## config.mk

```make
export PLATFORM = sky130hd
export DESIGN_NAME = laser_sweep_ctrl
export DESIGN_NICKNAME = d
export VERILOG_FILES = /design/src/rtl/laser_pkg.sv /design/src/rtl/laser_best_tracker.sv /design/src/rtl/laser_sweep_ctrl.sv
export SDC_FILE = /design/constraint.sdc
export NUM_CORES = 1
export LEC_CHECK = 0
export CORE_ASPECT_RATIO = 1.4
export CORE_MARGIN = 1
export CORE_UTILIZATION = 60
export DETAILED_ROUTE_END_ITERATION = 16
export HOLD_SLACK_MARGIN = 0.06
export PLACE_DENSITY = 0.84
export SLEW_MARGIN = 15
export SYNTH_ARGS = -nofsm -noshare
export SYNTH_HDL_FRONTEND = slang
export SYNTH_SLANG_ARGS = --single-unit
```

## constraint.sdc

```tcl
create_clock -name CLK -period 4.19 [get_ports CLK]
set_input_delay 0.6285 -clock CLK [delete_from_list [all_inputs] [get_ports CLK]]
set_output_delay 0.6285 -clock CLK [all_outputs]
set_load 0.03 [all_outputs]
```

## src/rtl/laser_pkg.sv

```systemverilog
// Shared types and constants for the two-circle laser sweep sequencer.
// Grid coordinates, FSM states, pass selector and raster step helper.
package laser_pkg;

  localparam int N_PTS = 40;
  localparam int BATCH = 4;
  localparam logic [3:0] GRID_MAX = 4'd15;

  typedef enum logic [2:0] {
    S_IDLE,
    S_INIT,
    S_CALC,
    S_UPDATE,
    S_CHECK,
    S_FINISH
  } state_e;

  typedef enum logic {
    PASS_C1,
    PASS_C2
  } pass_e;

  typedef struct packed {
    logic [3:0] x;
    logic [3:0] y;
  } pt_t;

  // X runs fastest; (15,15) wraps to (0,0).
  function automatic pt_t raster_next(pt_t p);
    pt_t n;
    n.x = (p.x == GRID_MAX) ? 4'd0 : p.x + 4'd1;
    n.y = (p.x == GRID_MAX) ? p.y + 4'd1 : p.y;
    return n;
  endfunction

endpackage

```

## src/rtl/laser_best_tracker.sv

```systemverilog
// Per-candidate hit accumulator and best-count register.
// take is asserted when the current candidate ties or beats the best.
module laser_best_tracker (
  input  logic       clk,
  input  logic       rst_n,
  input  logic       clr,
  input  logic       add_en,
  input  logic       upd_en,
  input  logic [2:0] hit,
  output logic       take
);

  logic [5:0] acc_q, acc_d;
  logic [5:0] best_q, best_d;

  // later candidates win ties, so >= rather than >
  assign take = (acc_q >= best_q);

  // clear at pass start, accumulate per batch, capture at candidate end
  always_comb begin
    acc_d  = acc_q;
    best_d = best_q;
    unique case (1'b1)
      clr: begin
        acc_d  = '0;
        best_d = '0;
      end
      add_en: acc_d = acc_q + {3'b000, hit};
      upd_en: begin
        if (take) best_d = acc_q;
        acc_d = '0;
      end
      default: ;
    endcase
  end

  // accumulator and best-count registers
  always_ff @(posedge clk or negedge rst_n) begin
    if (!rst_n) begin
      acc_q  <= '0;
      best_q <= '0;
    end else begin
      acc_q  <= acc_d;
      best_q <= best_d;
    end
  end

endmodule

```

## src/rtl/laser_sweep_ctrl.sv

```systemverilog
// Sequencer for the two-circle coverage search: rasters candidates,
// keeps best C1/C2 and alternates passes until convergence or cap.
module laser_sweep_ctrl #(
  parameter int N_PTS    = laser_pkg::N_PTS,
  parameter int BATCH    = laser_pkg::BATCH,
  parameter int MAX_ITER = 8
) (
  input  logic       CLK,
  input  logic       RST_N,
  input  logic       START,
  input  logic [2:0] HIT_CNT,
  output logic [3:0] SCAN_X,
  output logic [3:0] SCAN_Y,
  output logic [3:0] FIX_X,
  output logic [3:0] FIX_Y,
  output logic [5:0] PT_ADDR,
  output logic       CALC,
  output logic [3:0] C1X,
  output logic [3:0] C1Y,
  output logic [3:0] C2X,
  output logic [3:0] C2Y,
  output logic [3:0] ITER,
  output logic       BUSY,
  output logic       DONE
);

  import laser_pkg::*;

  localparam logic [5:0] LAST_ADDR = 6'(N_PTS - BATCH);
  localparam logic [5:0] STEP      = 6'(BATCH);
  localparam logic [3:0] LAST_ITER = 4'(MAX_ITER - 1);
  localparam pt_t        CORNER    = '{x: GRID_MAX, y: GRID_MAX};

  state_e     state_q, state_d;
  pass_e      pass_q, pass_d;
  pt_t        scan_q, scan_d;
  logic [5:0] addr_q, addr_d;
  logic [3:0] iter_q, iter_d;
  pt_t        best_c1_q, best_c1_d;
  pt_t        best_c2_q, best_c2_d;
  pt_t        snap_c1_q, snap_c1_d;
  pt_t        snap_c2_q, snap_c2_d;
  pt_t        res_c1_q, res_c1_d;
  pt_t        res_c2_q, res_c2_d;
  logic       calc_q, calc_d;
  logic       busy_q, busy_d;
  logic       done_q, done_d;
  logic       take;

  laser_best_tracker u_tracker (
    .clk    (CLK),
    .rst_n  (RST_N),
    .clr    (state_q == S_INIT),
    .add_en (state_q == S_CALC),
    .upd_en (state_q == S_UPDATE),
    .hit    (HIT_CNT),
    .take   (take)
  );

  assign SCAN_X  = scan_q.x;
  assign SCAN_Y  = scan_q.y;
  assign FIX_X   = (pass_q == PASS_C1) ? best_c2_q.x : best_c1_q.x;
  assign FIX_Y   = (pass_q == PASS_C1) ? best_c2_q.y : best_c1_q.y;
  assign PT_ADDR = addr_q;
  assign CALC    = calc_q;
  assign C1X     = res_c1_q.x;
  assign C1Y     = res_c1_q.y;
  assign C2X     = res_c2_q.x;
  assign C2Y     = res_c2_q.y;
  assign ITER    = iter_q;
  assign BUSY    = busy_q;
  assign DONE    = done_q;

  // next-state, counters and best/snapshot/result capture
  always_comb begin
    state_d   = state_q;
    pass_d    = pass_q;
    scan_d    = scan_q;
    addr_d    = addr_q;
    iter_d    = iter_q;
    best_c1_d = best_c1_q;
    best_c2_d = best_c2_q;
    snap_c1_d = snap_c1_q;
    snap_c2_d = snap_c2_q;
    res_c1_d  = res_c1_q;
    res_c2_d  = res_c2_q;
    unique case (state_q)
      S_IDLE: begin
        if (START) begin
          best_c1_d = '0;
          best_c2_d = '0;
          iter_d    = '0;
          pass_d    = PASS_C1;
          state_d   = S_INIT;
        end
      end
      S_INIT: begin
        scan_d = '0;
        addr_d = '0;
        if (pass_q == PASS_C1) begin
          snap_c1_d = best_c1_q;
          snap_c2_d = best_c2_q;
        end
        state_d = S_CALC;
      end
      S_CALC: begin
        if (addr_q == LAST_ADDR) begin
          addr_d  = '0;
          state_d = S_UPDATE;
        end else begin
          addr_d = addr_q + STEP;
        end
      end
      S_UPDATE: begin
        if (take) begin
          if (pass_q == PASS_C1) best_c1_d = scan_q;
          else                   best_c2_d = scan_q;
        end
        addr_d = '0;
        scan_d = raster_next(scan_q);
        if (scan_q == CORNER) begin
          if (pass_q == PASS_C1) begin
            pass_d  = PASS_C2;
            state_d = S_INIT;
          end else begin
            state_d = S_CHECK;
          end
        end else begin
          state_d = S_CALC;
        end
      end
      S_CHECK: begin
        if ((best_c1_q == snap_c1_q && best_c2_q == snap_c2_q)
            || iter_q == LAST_ITER) begin
          state_d = S_FINISH;
        end else begin
          iter_d  = iter_q + 4'd1;
          pass_d  = PASS_C1;
          state_d = S_INIT;
        end
      end
      S_FINISH: begin
        res_c1_d = best_c1_q;
        res_c2_d = best_c2_q;
        state_d  = S_IDLE;
      end
      default: state_d = S_IDLE;
    endcase
  end

  assign calc_d = (state_d == S_CALC);
  assign busy_d = (state_d != S_IDLE);
  assign done_d = (state_d == S_FINISH);

  // all sequencer state and registered outputs
  always_ff @(posedge CLK or negedge RST_N) begin
    if (!RST_N) begin
      state_q   <= S_IDLE;
      pass_q    <= PASS_C1;
      scan_q    <= '0;
      addr_q    <= '0;
      iter_q    <= '0;
      best_c1_q <= '0;
      best_c2_q <= '0;
      snap_c1_q <= '0;
      snap_c2_q <= '0;
      res_c1_q  <= '0;
      res_c2_q  <= '0;
      calc_q    <= 1'b0;
      busy_q    <= 1'b0;
      done_q    <= 1'b0;
    end else begin
      state_q   <= state_d;
      pass_q    <= pass_d;
      scan_q    <= scan_d;
      addr_q    <= addr_d;
      iter_q    <= iter_d;
      best_c1_q <= best_c1_d;
      best_c2_q <= best_c2_d;
      snap_c1_q <= snap_c1_d;
      snap_c2_q <= snap_c2_d;
      res_c1_q  <= res_c1_d;
      res_c2_q  <= res_c2_d;
      calc_q    <= calc_d;
      busy_q    <= busy_d;
      done_q    <= done_d;
    end
  end

endmodule

```

==> flow_metrics.tcl <==
set metrics [dict create \
    status "finished clean" \
    power_density_nw_per_um2 388 \
    synth-seq-cells 83 \
    port_buffers 48 \
    ir_worst_vdd_mv 0.357 \
    clock_skew_ns 0.00983 \
    clockRootBuffer "clkbuf_8" \
    syn_area_sq_um 4210 \
    drive_gt1_share_pct 15.6 \
    routed_wirelength_mm 8.56 \
    async_flop_share_pct 100 \
    grt_max_degree 84 \
    core-area_sq_um 6700 \
    finalSetupViolations 0 \
    synthTopCellsByArea "dfrtp_1 (49%), mux2_2 (12%), ha_1 (4.2%)" \
    grt_pass1_wl_mm 14.2 \
    met3_usage_pct 4.90 \
    clock_sinks 83 \
    synth_edf_count 0 \
    pwr-share-clk_pct 32.6 \
    syn_inst 390 \
    grt_pass1_vias 2981 \
    cts_resized 0 \
    startpoint_type "flip-flop" \
    cap_violations 0 \
    met1_usage_pct 31.3 \
    syn_avg_cell_area_sq_um 10.8 \
    yosys_warnings 0 \
    num_io_pins 51 \
    swShare_pct 29.3 \
    final_cell_mix "dfrtp_1 (83), clkdlybuf4s50_1 (47), nand2_1 (46), mux2_2 (43), nor2_1 (26)" \
    grt_overflow 0 \
    period_share_pct 67.7 \
    power.static_leakage_nw 2.18 \
    synthMuxAreaShare_pct 15.3 \
    top_usage_layer "met2" \
    synth_flop_cell "dfrtp_1" \
    internal-power_w 0.00136 \
    required_ns 3.56 \
    dieWidth_um 72.8 \
    fmax_mhz 352 \
    die_y_um 101 \
    rsz0062_at_grt "no" \
    drc 0 \
    dr_total_vias 3049 \
    seq_power_share_pct 48.2 \
    synth_compound_area_share_pct 7.88 \
    hold_buffers 0 \
    synth.distinct_cells 49 \
    setup_tns_ns 0 \
    grt_usage_pct 25.9 \
    cts_max_level 3 \
    synthSimpleGateAreaFrac_pct 15.1 \
    drv_slew 0 \
    hold_path_class "primary input to async pin" \
    slew_headroom_pct 32.2 \
    mostFrequentLayoutCell "dfrtp_1" \
    synth_top_area_share_pct 49.4 \
    initial_core_util_pct 62.8 \
    fin_nets 454 \
    clkTransAtPathRegs_ns 0.09 \
    synth_seq_area_share_pct 49.4 \
    path_class "flip-flop to output port" \
    clk_latency_ns 0.35 \
    dp.cells 514 \
    clk_path_buf_depth 2 \
    cts_tree "done" \
    hpwl_mm 6.00 \
    antenna_found_initial 0 \
    synthAdderAreaFrac_pct 4.64 \
    final_cells 529 \
    die_area_sq_um 7360 \
    gr-usage-met2_pct 44.7 \
    drtAntennaViolNets 0 \
    cts_setup_buffers 0 \
    hold_viol 0 \
    cp-startpoint "pass_q" \
    synth-xor-area-share_pct 3.95 \
    yosysTopAreaCell "dfrtp_1" \
    synth_top_family_by_area "multiplexers" \
    avgViaCountPerCell 5.76 \
    worst_pin_slew_ns 1.02 \
    p_comb_share_pct 19.2 \
    gp_congestion 0.853 \
    area_growth_pct 17.3 \
    row_count 35 \
    fin_crit_ns 2.84 \
    arrival_ns 2.21 \
    cp-end-kind "output port" \
    power_switching_w 0.000562 \
    diodes 0 \
    drtIter0Drc 172 \
    drt-pass1-iter-count 4 \
    numCtsBuffers 9 \
    wl_per_cell_um 16.2 \
    timing.rr.start "state_q[1]" \
    cp_max_fo 16 \
]
cells in the mapped netlist (3+ instances only):
| master | count |
|---|---|
| a21o_1 | 3 |
| nor2_1 | 26 |
| o21ai_0 | 23 |
| o31ai_1 | 6 |
| buf_2 | 8 |
| nor2b_1 | 3 |
| clkbuf_1 | 6 |
| ha_1 | 14 |
| a21oi_1 | 9 |
| mux2_2 | 43 |
| nand3_1 | 17 |
| dfrtp_1 | 83 |
| nand3b_1 | 4 |
| nand4_1 | 6 |
| inv_1 | 19 |
| mux2i_1 | 16 |
| xnor2_1 | 18 |
| or3_1 | 3 |
| nand2_1 | 46 |
layer usage:
metal	share of wire, %	wire length, um	vias to the layer above
li1	-	-	1432
met1	41	3500	1529
met2	53	4560	67
met3	2.8	240	21
met4	3.1	263	0
met5	0	0	-
worst max-delay path, stage by stage, from the launching register on:
cell and delay [ns]:
dfrtp_1 0.85, mux2_2 0.41, clkdlybuf4s50_1 0.60
metrics by stage:
stage                     worst slack (ns)  hold slack, ns  area [sq um]  util [%]  power, W
after floorplan                       2.07           0.333          4210         -   0.00121
after global placement                1.74           0.461          4720      70.5   0.00129
after detailed placement              1.64           0.493          4720      70.5   0.00131
after CTS                             1.33           0.474          4940      73.7   0.00193
after global routing                  1.26           0.526          4940      73.7   0.00201
final                                 1.35           0.440          4940      73.7   0.00192
power by group through the flow:
stage | sequential (W) | clock [W] | combinational [W]
after floorplan | 0.000918 | 0 | 0.000287
after global placement | 0.000935 | 0 | 0.000353
after detailed placement | 0.000938 | 0 | 0.000367
after CTS | 0.000922 | 0.000634 | 0.000369
after global routing | 0.000932 | 0.000664 | 0.000418
final | 0.000924 | 0.000625 | 0.000369
cells by family (layout without fill, tap and decap cells):
group	count (synthesis)	in the layout
and+or+nand+nor	125	125
DFF	83	83
muxes	59	59
AOI/OAI and AO/OA	52	52
buffers and inverters	36	82
xor gates and xnor gates	19	19
adders and majority gates	15	15
other	1	2
final cells by class:
type | count | area [sq um]
clock buffer | 9 | 124
clock inverter | 6 | 90.1
fill | 482 | 1760
inverter | 19 | 71.3
multi-input combinational | 272 | 1980
sequential | 83 | 2080
tap | 92 | 115
timing repair buffer | 48 | 478
registers in the layout, indices dropped and copies added (netlist names):
name	cells
SCAN_X	4
best_c2_q	8
BUSY	1
pass_q	1
u_tracker.best_q	6
best_c1_q	8
C1X	4
DONE	1
CALC	1
C1Y	4
state_q	3
ITER	4
PT_ADDR	4
C2X	4
snap_c2_q	8
C2Y	4
snap_c1_q	8
SCAN_Y	4
u_tracker.acc_q	6
final timing paths:
kind                                 to  slack, ns  cells after the start
setup / recovery               FIX_Y[3]       1.35                      2
hold / removal                   C1Y[0]       0.44                      1
setup reg to reg           best_c2_q[2]       1.62                      5
hold reg to reg                  C2Y[1]       0.51                      2
max in group asynchronous    PT_ADDR[2]       3.10                      1
min in group CLK                 C2Y[1]       0.51                      2
No activity file was read; power rests on OpenSTA's default activity.
